===== src/rtl/match_pkg.sv =====
// Shared types and constants for the multi-tank match controller.
package match_pkg;

  typedef enum logic [2:0] {
    TITLE      = 3'd0,
    START_WAIT = 3'd1,
    PLAYING    = 3'd2,
    ROUND_OVER = 3'd3,
    MATCH_OVER = 3'd4
  } match_state_t;

  localparam logic [7:0] KEY_ENTER = 8'h28;

  // Enter may appear in any of the four packed keycode slots.
  function automatic logic has_enter(input logic [31:0] kc);
    has_enter = 1'b0;
    for (int b = 0; b < 4; b++) begin
      if (kc[b*8 +: 8] == KEY_ENTER) has_enter = 1'b1;
    end
  endfunction

endpackage


===== src/rtl/survivor_encoder.sv =====
// Counts the survivors of a round and encodes the index of a lone survivor.
module survivor_encoder #(
  parameter int NUM_TANKS = 2
) (
  input  logic [NUM_TANKS-1:0] alive_n,
  output logic                 count_is_one,
  output logic                 count_is_zero,
  output logic [1:0]           idx
);

  logic [2:0] cnt;

  // idx tracks the highest set bit; it is only meaningful when exactly one is set.
  always_comb begin
    cnt = 3'd0;
    idx = 2'd0;
    for (int i = 0; i < NUM_TANKS; i++) begin
      if (alive_n[i]) begin
        cnt = cnt + 3'd1;
        idx = 2'(i);
      end
    end
    count_is_one  = (cnt == 3'd1);
    count_is_zero = (cnt == 3'd0);
  end

endmodule


===== src/rtl/match_controller.sv =====
// Multi-round match sequencer: tracks survivors, scores rounds, paces the
// inter-round pause on frame ticks and requests fresh mazes.
module match_controller
  import match_pkg::*;
#(
  parameter int NUM_TANKS   = 2,
  parameter int WIN_SCORE   = 5,
  parameter int ROUND_DELAY = 120,
  parameter int SCORE_W     = 4
) (
  input  logic                         CLK,
  input  logic                         RESET_N,
  input  logic                         frame_tick,
  input  logic [31:0]                  keycode,
  input  logic [NUM_TANKS-1:0]         tank_shot,
  input  logic                         maze_ready,
  output logic                         title,
  output logic                         playing,
  output logic                         round_over,
  output logic                         match_over,
  output logic                         maze_regen,
  output logic [NUM_TANKS-1:0]         alive,
  output logic [1:0]                   round_winner,
  output logic                         round_draw,
  output logic [NUM_TANKS*SCORE_W-1:0] scores
);

  localparam int DLY_W = (ROUND_DELAY < 2) ? 1 : $clog2(ROUND_DELAY);
  localparam logic [DLY_W-1:0]     DLY_LAST  = DLY_W'(ROUND_DELAY - 1);
  localparam logic [SCORE_W-1:0]   WIN       = SCORE_W'(WIN_SCORE);
  localparam logic [NUM_TANKS-1:0] ALL_ALIVE = '1;

  match_state_t           state_q, state_d;
  logic [NUM_TANKS-1:0]   alive_q, alive_d;
  logic [SCORE_W-1:0]     score_q [NUM_TANKS];
  logic [SCORE_W-1:0]     score_d [NUM_TANKS];
  logic [1:0]             winner_q, winner_d;
  logic                   draw_q, draw_d;
  logic [DLY_W-1:0]       delay_q, delay_d;
  logic                   regen_q, regen_d;
  logic                   enter_prev_q;

  logic                   enter_now, enter_edge, any_win;
  logic [NUM_TANKS-1:0]   alive_n;
  logic                   count_is_one, count_is_zero;
  logic [1:0]             surv_idx;

  assign enter_now  = has_enter(keycode);
  assign enter_edge = enter_now & ~enter_prev_q;
  assign alive_n    = alive_q & ~tank_shot;

  survivor_encoder #(.NUM_TANKS(NUM_TANKS)) u_surv (
    .alive_n       (alive_n),
    .count_is_one  (count_is_one),
    .count_is_zero (count_is_zero),
    .idx           (surv_idx)
  );

  always_comb begin
    any_win = 1'b0;
    for (int i = 0; i < NUM_TANKS; i++) begin
      if (score_q[i] == WIN) any_win = 1'b1;
    end
  end

  always_comb begin
    state_d  = state_q;
    alive_d  = alive_q;
    score_d  = score_q;
    winner_d = winner_q;
    draw_d   = draw_q;
    delay_d  = delay_q;
    regen_d  = 1'b0;
    unique case (state_q)
      TITLE: begin
        if (enter_edge) begin
          for (int i = 0; i < NUM_TANKS; i++) score_d[i] = '0;
          winner_d = 2'd0;
          draw_d   = 1'b0;
          regen_d  = 1'b1;
          alive_d  = ALL_ALIVE;
          state_d  = START_WAIT;
        end
      end
      START_WAIT: begin
        alive_d = ALL_ALIVE;
        if (maze_ready) state_d = PLAYING;
      end
      PLAYING: begin
        if (count_is_one) begin
          winner_d = surv_idx;
          draw_d   = 1'b0;
          for (int i = 0; i < NUM_TANKS; i++) begin
            if (surv_idx == 2'(i) && score_q[i] < WIN) score_d[i] = score_q[i] + SCORE_W'(1);
          end
          delay_d = '0;
          state_d = ROUND_OVER;
        end else if (count_is_zero) begin
          draw_d  = 1'b1;
          delay_d = '0;
          state_d = ROUND_OVER;
        end else begin
          alive_d = alive_n;
        end
      end
      ROUND_OVER: begin
        if (frame_tick) begin
          if (delay_q == DLY_LAST) begin
            if (any_win) begin
              state_d = MATCH_OVER;
            end else begin
              regen_d = 1'b1;
              alive_d = ALL_ALIVE;
              state_d = START_WAIT;
            end
          end else begin
            delay_d = delay_q + DLY_W'(1);
          end
        end
      end
      MATCH_OVER: begin
        if (enter_edge) state_d = TITLE;
      end
      default: state_d = TITLE;
    endcase
  end

  always_ff @(posedge CLK or negedge RESET_N) begin
    if (!RESET_N) begin
      state_q      <= TITLE;
      alive_q      <= ALL_ALIVE;
      winner_q     <= 2'd0;
      draw_q       <= 1'b0;
      delay_q      <= '0;
      regen_q      <= 1'b0;
      enter_prev_q <= 1'b0;
    end else begin
      state_q      <= state_d;
      alive_q      <= alive_d;
      winner_q     <= winner_d;
      draw_q       <= draw_d;
      delay_q      <= delay_d;
      regen_q      <= regen_d;
      enter_prev_q <= enter_now;
    end
  end

  for (genvar gi = 0; gi < NUM_TANKS; gi++) begin : g_score
    always_ff @(posedge CLK or negedge RESET_N) begin
      if (!RESET_N) score_q[gi] <= '0;
      else          score_q[gi] <= score_d[gi];
    end
    assign scores[gi*SCORE_W +: SCORE_W] = score_q[gi];
  end

  assign title        = (state_q == TITLE);
  assign playing      = (state_q == PLAYING);
  assign round_over   = (state_q == ROUND_OVER);
  assign match_over   = (state_q == MATCH_OVER);
  assign maze_regen   = regen_q;
  assign alive        = alive_q;
  assign round_winner = winner_q;
  assign round_draw   = draw_q;

endmodule


===== config.mk =====
export PLATFORM = sky130hd
export DESIGN_NAME = match_controller
export DESIGN_NICKNAME = d
export VERILOG_FILES = /design/src/rtl/match_pkg.sv /design/src/rtl/survivor_encoder.sv /design/src/rtl/match_controller.sv
export SDC_FILE = /design/constraint.sdc
export NUM_CORES = 1
export LEC_CHECK = 0
export BUFFER_PORTS_ARGS = -buffer_cell sky130_fd_sc_hd__clkbuf_2
export CAP_MARGIN = 30
export CORE_MARGIN = 4
export CORE_UTILIZATION = 56
export CTS_BUF_LIST = sky130_fd_sc_hd__clkbuf_2
export DETAILED_ROUTE_END_ITERATION = 10
export PLACE_DENSITY = 0.94
export SLEW_MARGIN = 0
export SYNTH_ARGS = -nofsm -noshare
export SYNTH_HDL_FRONTEND = slang
export SYNTH_HIERARCHICAL = 1
export SYNTH_SLANG_ARGS = --single-unit

===== constraint.sdc =====
create_clock -name CLK -period 6.2 [get_ports CLK]
set_input_delay 0.31 -clock CLK [delete_from_list [all_inputs] [get_ports CLK]]
set_output_delay 0.31 -clock CLK [all_outputs]
set_load 0.005 [all_outputs]

* Yosys cells after proc, flatten, opt, wreduce, memory -nomap -nowiden
Cells that the tools add are included.
Cells by class: $add $sub $neg 4, magnitude comparators 2, equality and inequality tests 26, multiplexer cells 47, bitwise logic cells 4, reductions and logical operators 15
Operators with widths (count):
- equality test 8 x 6 -> 1 bit (second input constant) | 4
- two-way mux 7 bit | 4
- two-way mux 3 bit | 9
- two-way mux 2 bit | 8
- two-way mux 8 bit | 2
- one-hot mux 8 bit (2 select lines) | 1
- two-way mux 1 bit | 15
- one-hot mux 3 bit (5 select lines) | 1
- one-hot mux 7 bit (2 select lines) | 1
- inequality test 2 x 1 -> 1 bit (second input constant) | 6
- inequality test 2 bit (second input constant) | 6
- AND reduction 4 bit | 3
- adder 4 x 1 -> 4 bit (second input constant) | 2
- equality test 4 x 3 -> 1 bit (second input constant) | 2
- < comparator 4 x 3 -> 1 bit (second input constant) | 2
- two-way mux 4 bit | 2
- one-hot mux 2 bit (4 select lines) | 1
- adder 7 x 1 -> 7 bit (second input constant) | 1
- equality test 7 bit (second input constant) | 1
- AND reduction 7 bit | 1
- equality test 3 x 1 -> 1 bit (second input constant) | 2
- equality test 3 x 2 -> 1 bit (second input constant) | 2
- zero test 3 bit | 2
- AND reduction 3 bit | 2
- 15 further kinds | 18
Word-level totals: register bits 25, input bits 38, output and inout bits 18, logic and storage cells 107

* Logic depth before layout (Yosys ltp)
depth in word-level cells 9, depth in mapped cells 9, depth with buffers taken out 9

* Cells and area by module
The synthesis kept the hierarchy.
By module, submodules not included:
- match_controller | instances 1, cells an instance 161, area an instance 1569.0 µm², seq. area each 628.1 µm²
- survivor_encoder | instances 1, cells an instance 6, area an instance 38.8 µm², seq. area each 0.0 µm²

* Worst setup path after synthesis
No wires, ideal clock.
path type reg-to-reg, start point register alive_q[1], in the netlist alive[1], end point register score_q (netlist bit scores[4]), library setup time 125 ps, data arrival time 2003 ps, data required time 6075 ps, path slack 4072 ps, stages on the path, launching flop included 8, buffers on the path 0, clock period less this slack 2128 ps, path through dfstp_2 > nor2b_1 > inv_1 > ha_1 > nand4bb_4 > a2111oi_4 > a21oi_1 > mux2_2
Between the ends: elaborated cells on any way between the ends 9, classes of those cells 4 x eq/ne; 2 x mux; 1 x bitwise; 2 x reduce/logical
RTL lines:
- start, declared | RTL line match_controller.sv:34 | logic [NUM_TANKS-1:0] alive_q, alive_d;
- start signal, assigned | RTL line match_controller.sv:139 | alive_q <= alive_d;
- bitwise AND 2 bit | RTL line match_controller.sv:50 | assign alive_n = alive_q & ~tank_shot;
- net alive_n[1] | RTL line match_controller.sv:44 | logic [NUM_TANKS-1:0] alive_n;
- two-way mux 3 bit | RTL line survivor_encoder.sv:18 | if (alive_n[i]) begin
- equality test 3 x 1 -> 1 bit | RTL line survivor_encoder.sv:23 | count_is_one = (cnt == 3'd1);
- net count_is_one | RTL line match_controller.sv:45 | logic count_is_one, count_is_zero;
- inequality test 2 x 1 -> 1 bit (no line)
- AND reduction 4 bit (no line)
- end signal, assigned by index | RTL line match_controller.sv:151 | else score_q[gi] <= score_d[gi];
- end, declared | RTL line match_controller.sv:35 | logic [SCORE_W-1:0] score_q [NUM_TANKS];
The timed path passes the listed nets, and every way through them passes these cells. A chain may end at the register's enable or synchronous reset.

* Worst setup path after layout
Ends and elaborated chain as after synthesis.

==> flow_metrics.py <==
metrics = {
    "route": {
        "ant_nets": 0,
        "wirelength_mm": 3.412,
        "dr.first_iter.drc_count": 42,
        "drcViolationCount": 0,
        "routed-via-count": 1413,
        "routed_via_density": 5.629,
        "wire_per_inst_um": 13.59,
        "firstDrtPassIters": 5,
    },
    "global_route": {
        "grt_max_degree": 26,
        "antenna_found_initial": 0,
        "overflow": 0,
        "grt_pass1_vias": 1387,
        "grtUsageTotal": 0.1958,
        "grt_pass1_wl_mm": 5.651,
    },
    "placed_design": {
        "hpwl_mm": 2.787,
        "pre_cts_slack_ns": 3.859,
        "numPlacedInstances": 246,
        "port_buffers": 55,
        "gp_congestion": 0.7854,
    },
    "power": {
        "clkPwrFrac": 0.207,
        "p_leak_nw": 0.9015,
        "power_density_nw_per_um2": 166.4,
        "sw_frac_of_total": 0.2945,
        "seq_power_share": 0.624,
        "irDropWorstVdd_mv": 0.1637,
        "p_int_w": 0.0002232,
        "comb_power_share": 0.169,
        "switching_power_w": 0.00009318,
    },
    "clock_tree": {
        "cts.path.max_buffers": 2,
        "cts_made_buffers": 3,
        "cts_setup_buffers": 0,
        "path_clk_slew_ns": 0.24,
        "cts_resized": 0,
        "cts-htree-levels": 1,
        "cts_root_buf": "clkbuf_2",
        "clock-sinks": 25,
        "clk_latency_ns": 0.34,
        "cts_tree": "done",
        "cts_hold_buf": 1,
    },
    "logic_synthesis": {
        "synth_top_area_share": 0.3580,
        "ys_seq_area_frac": 0.3907,
        "avgSynthCellArea_um2": 9.627,
        "synth-seq-cells": 25,
        "synth_area_leaders": "dfrtp_1, ha_1, nor4b_1, nand2_1, nor2_1",
        "async_reset_ff_frac": 1.000,
        "ys.warnings.count": 6,
        "synthCells": 167,
        "synth_fp_nets": 213,
        "synthFlopType": "dfrtp_1",
        "synth.distinct_cells": 50,
        "netlist_area_um2": 1608,
        "yosysTopAreaCell": "dfrtp_1",
        "synth_edf_count": 0,
    },
    "timing": {
        "fmax_mhz": 422.8,
        "worst_pin_slew_ns": 0.6229,
        "final.setup.tns_ns": 0,
        "grt_setup_unrepaired": "false",
        "finalHoldViolations": 0,
        "setup_slack_ns": 3.835,
        "setup_viol": 0,
        "slew_headroom": 0.5847,
        "fin_crit_ns": 2.365,
        "final.period_utilization": 0.3815,
        "clock_skew_ns": 0.002594,
        "drv_slew": 0,
    },
    "final_layout": {
        "mostFrequentLayoutCell": "clkbuf_2",
        "layout_common_cells": "clkbuf_2, dfrtp_1, nand2_1",
        "area_growth_pct": 18.29,
        "layout-drive-gt1-share": 0.3318,
        "n_antenna_cell": 0,
        "fin_nets": 267,
        "final_cell_count_no_fill": 251,
    },
    "critical_path": {
        "reg2reg_from": "alive[1]",
        "worstSetupPathType": "reg2reg",
        "required_ns": 6.47,
        "ff2ff_setup_slack_ns": 3.83,
        "cp_max_fo": 6,
        "r2r_end": "scores[4]",
        "reg2reg_depth": 7,
        "crit_arrival_ns": 2.64,
        "end_kind": "register",
        "critPathLaunchType": "register",
    },
    "run_status": {
        "status": "finished clean",
    },
    "hold_path": {
        "hp-start": "maze_ready",
        "holdPathStages": 3,
        "hold_end": "state_q[1]",
        "hold_class": "in2reg",
    },
    "job": {
        "maxCapViolations": 0,
    },
    "floorplanning": {
        "die_w_um": 61.58,
        "num_rows": 19,
        "die_y_um": 61.58,
        "initial_core_util": 0.5830,
        "dieArea_um2": 3792,
        "core_area_um2": 2758,
        "ios": 56,
    },
}
## layer usage
metal  vias to the layer above  global-route usage  share of wire
li1                        689                   -              -
met5                         -                   0              0
met4                         0             0.05152         0.0059
met2                        49              0.3842           0.53
met3                         4             0.02935          0.081
met1                       671              0.2149           0.38
## Yosys cell counts, types with 3 or more instances
cell and number:
nand3_1 4, ha_1 8, a21oi_1 4, nor2_1 16, mux2_2 3, nand2_1 18
inv_1 13, o31ai_1 3, nor4b_1 8, buf_2 3, dfrtp_1 23, xor2_1 6
or2_1 3, o21ai_0 6, nand2b_1 3, nor3_1 4
## final cells by class
cell class | instances | area [um2]
Fill cell | 216 | 855.8
Timing Repair Buffer | 56 | 285.3
Multi-Input combinational cell | 121 | 874.6
Tap cell | 31 | 38.79
Inverter | 14 | 52.55
Sequential cell | 25 | 628.1
Clock inverter | 1 | 7.507
Clock buffer | 3 | 15.01
## logic make-up (layout without fill, tap and decap cells)
| logic type | count (synthesis) | in the layout | share of synthesized area |
|---|---|---|---|
| flip-flops | 25 | 25 | 0.3907 |
| buffers and inverters | 21 | 74 | 0.06536 |
| adder cells (fa/ha/maj) | 8 | 8 | 0.06226 |
| other | 1 | 1 | 0.002332 |
| AND/OR/NAND/NOR | 71 | 71 | 0.2623 |
| multiplexers | 3 | 3 | 0.02101 |
| XOR/XNOR | 7 | 7 | 0.03813 |
| AO/OA/AOI/OAI | 31 | 31 | 0.1580 |
## power by group through the flow
| stage | Sequential (W) | Clock (W) | Combinational, W |
|---|---|---|---|
| CTS | 0.000198 | 0.0000689 | 0.0000547 |
| detailed placement | 0.000200 | 0 | 0.0000540 |
| floorplan | 0.000196 | 0 | 0.0000336 |
| finish | 0.000197 | 0.0000655 | 0.0000535 |
| global route | 0.000202 | 0.0000741 | 0.0000615 |
| global placement | 0.000199 | 0 | 0.0000517 |
## per-stage QoR
stage	hold slack [ns]	utilization	cell area [um2]	total power, W
2_1_floorplan	0.01441	-	1608	0.0002299
3_3_place_gp	0.3470	0.6779	1869	0.0002506
3_5_place_dp	0.3577	0.6779	1869	0.0002542
4_1_cts	0.2256	0.6897	1902	0.0003213
5_1_grt	0.2362	0.6897	1902	0.0003372
6_report	0.2335	0.6897	1902	0.0003164
## how the worst max path moves through the flow
stage | from | to | slack (ns) | depth (start not counted)
floorplan | alive[1] | scores[4] | 4.07 | 7
global placement | alive[1] | scores[4] | 3.93 | 7
detailed placement | alive[1] | scores[4] | 3.86 | 7
CTS | alive[1] | scores[4] | 3.84 | 7
global route | alive[1] | scores[6] | 3.68 | 8
finish | alive[1] | scores[4] | 3.83 | 7
## critical path: stages (launching register included)
cell and delay, ns:
dfstp_2 0.60, nor2b_1 0.24, inv_1 0.08, ha_1 0.36, nand4bb_4 0.19, a2111oi_4 0.48
a21oi_1 0.07, mux2_2 0.28
## flip-flops by register name, indices dropped and copies added, names as in the netlist
register / flops
round_draw: 1
enter_prev_q: 1
scores: 8
alive: 2
state_q: 3
maze_regen: 1
delay_q: 7
round_winner: 2
No activity file was read; power rests on OpenSTA's default activity.
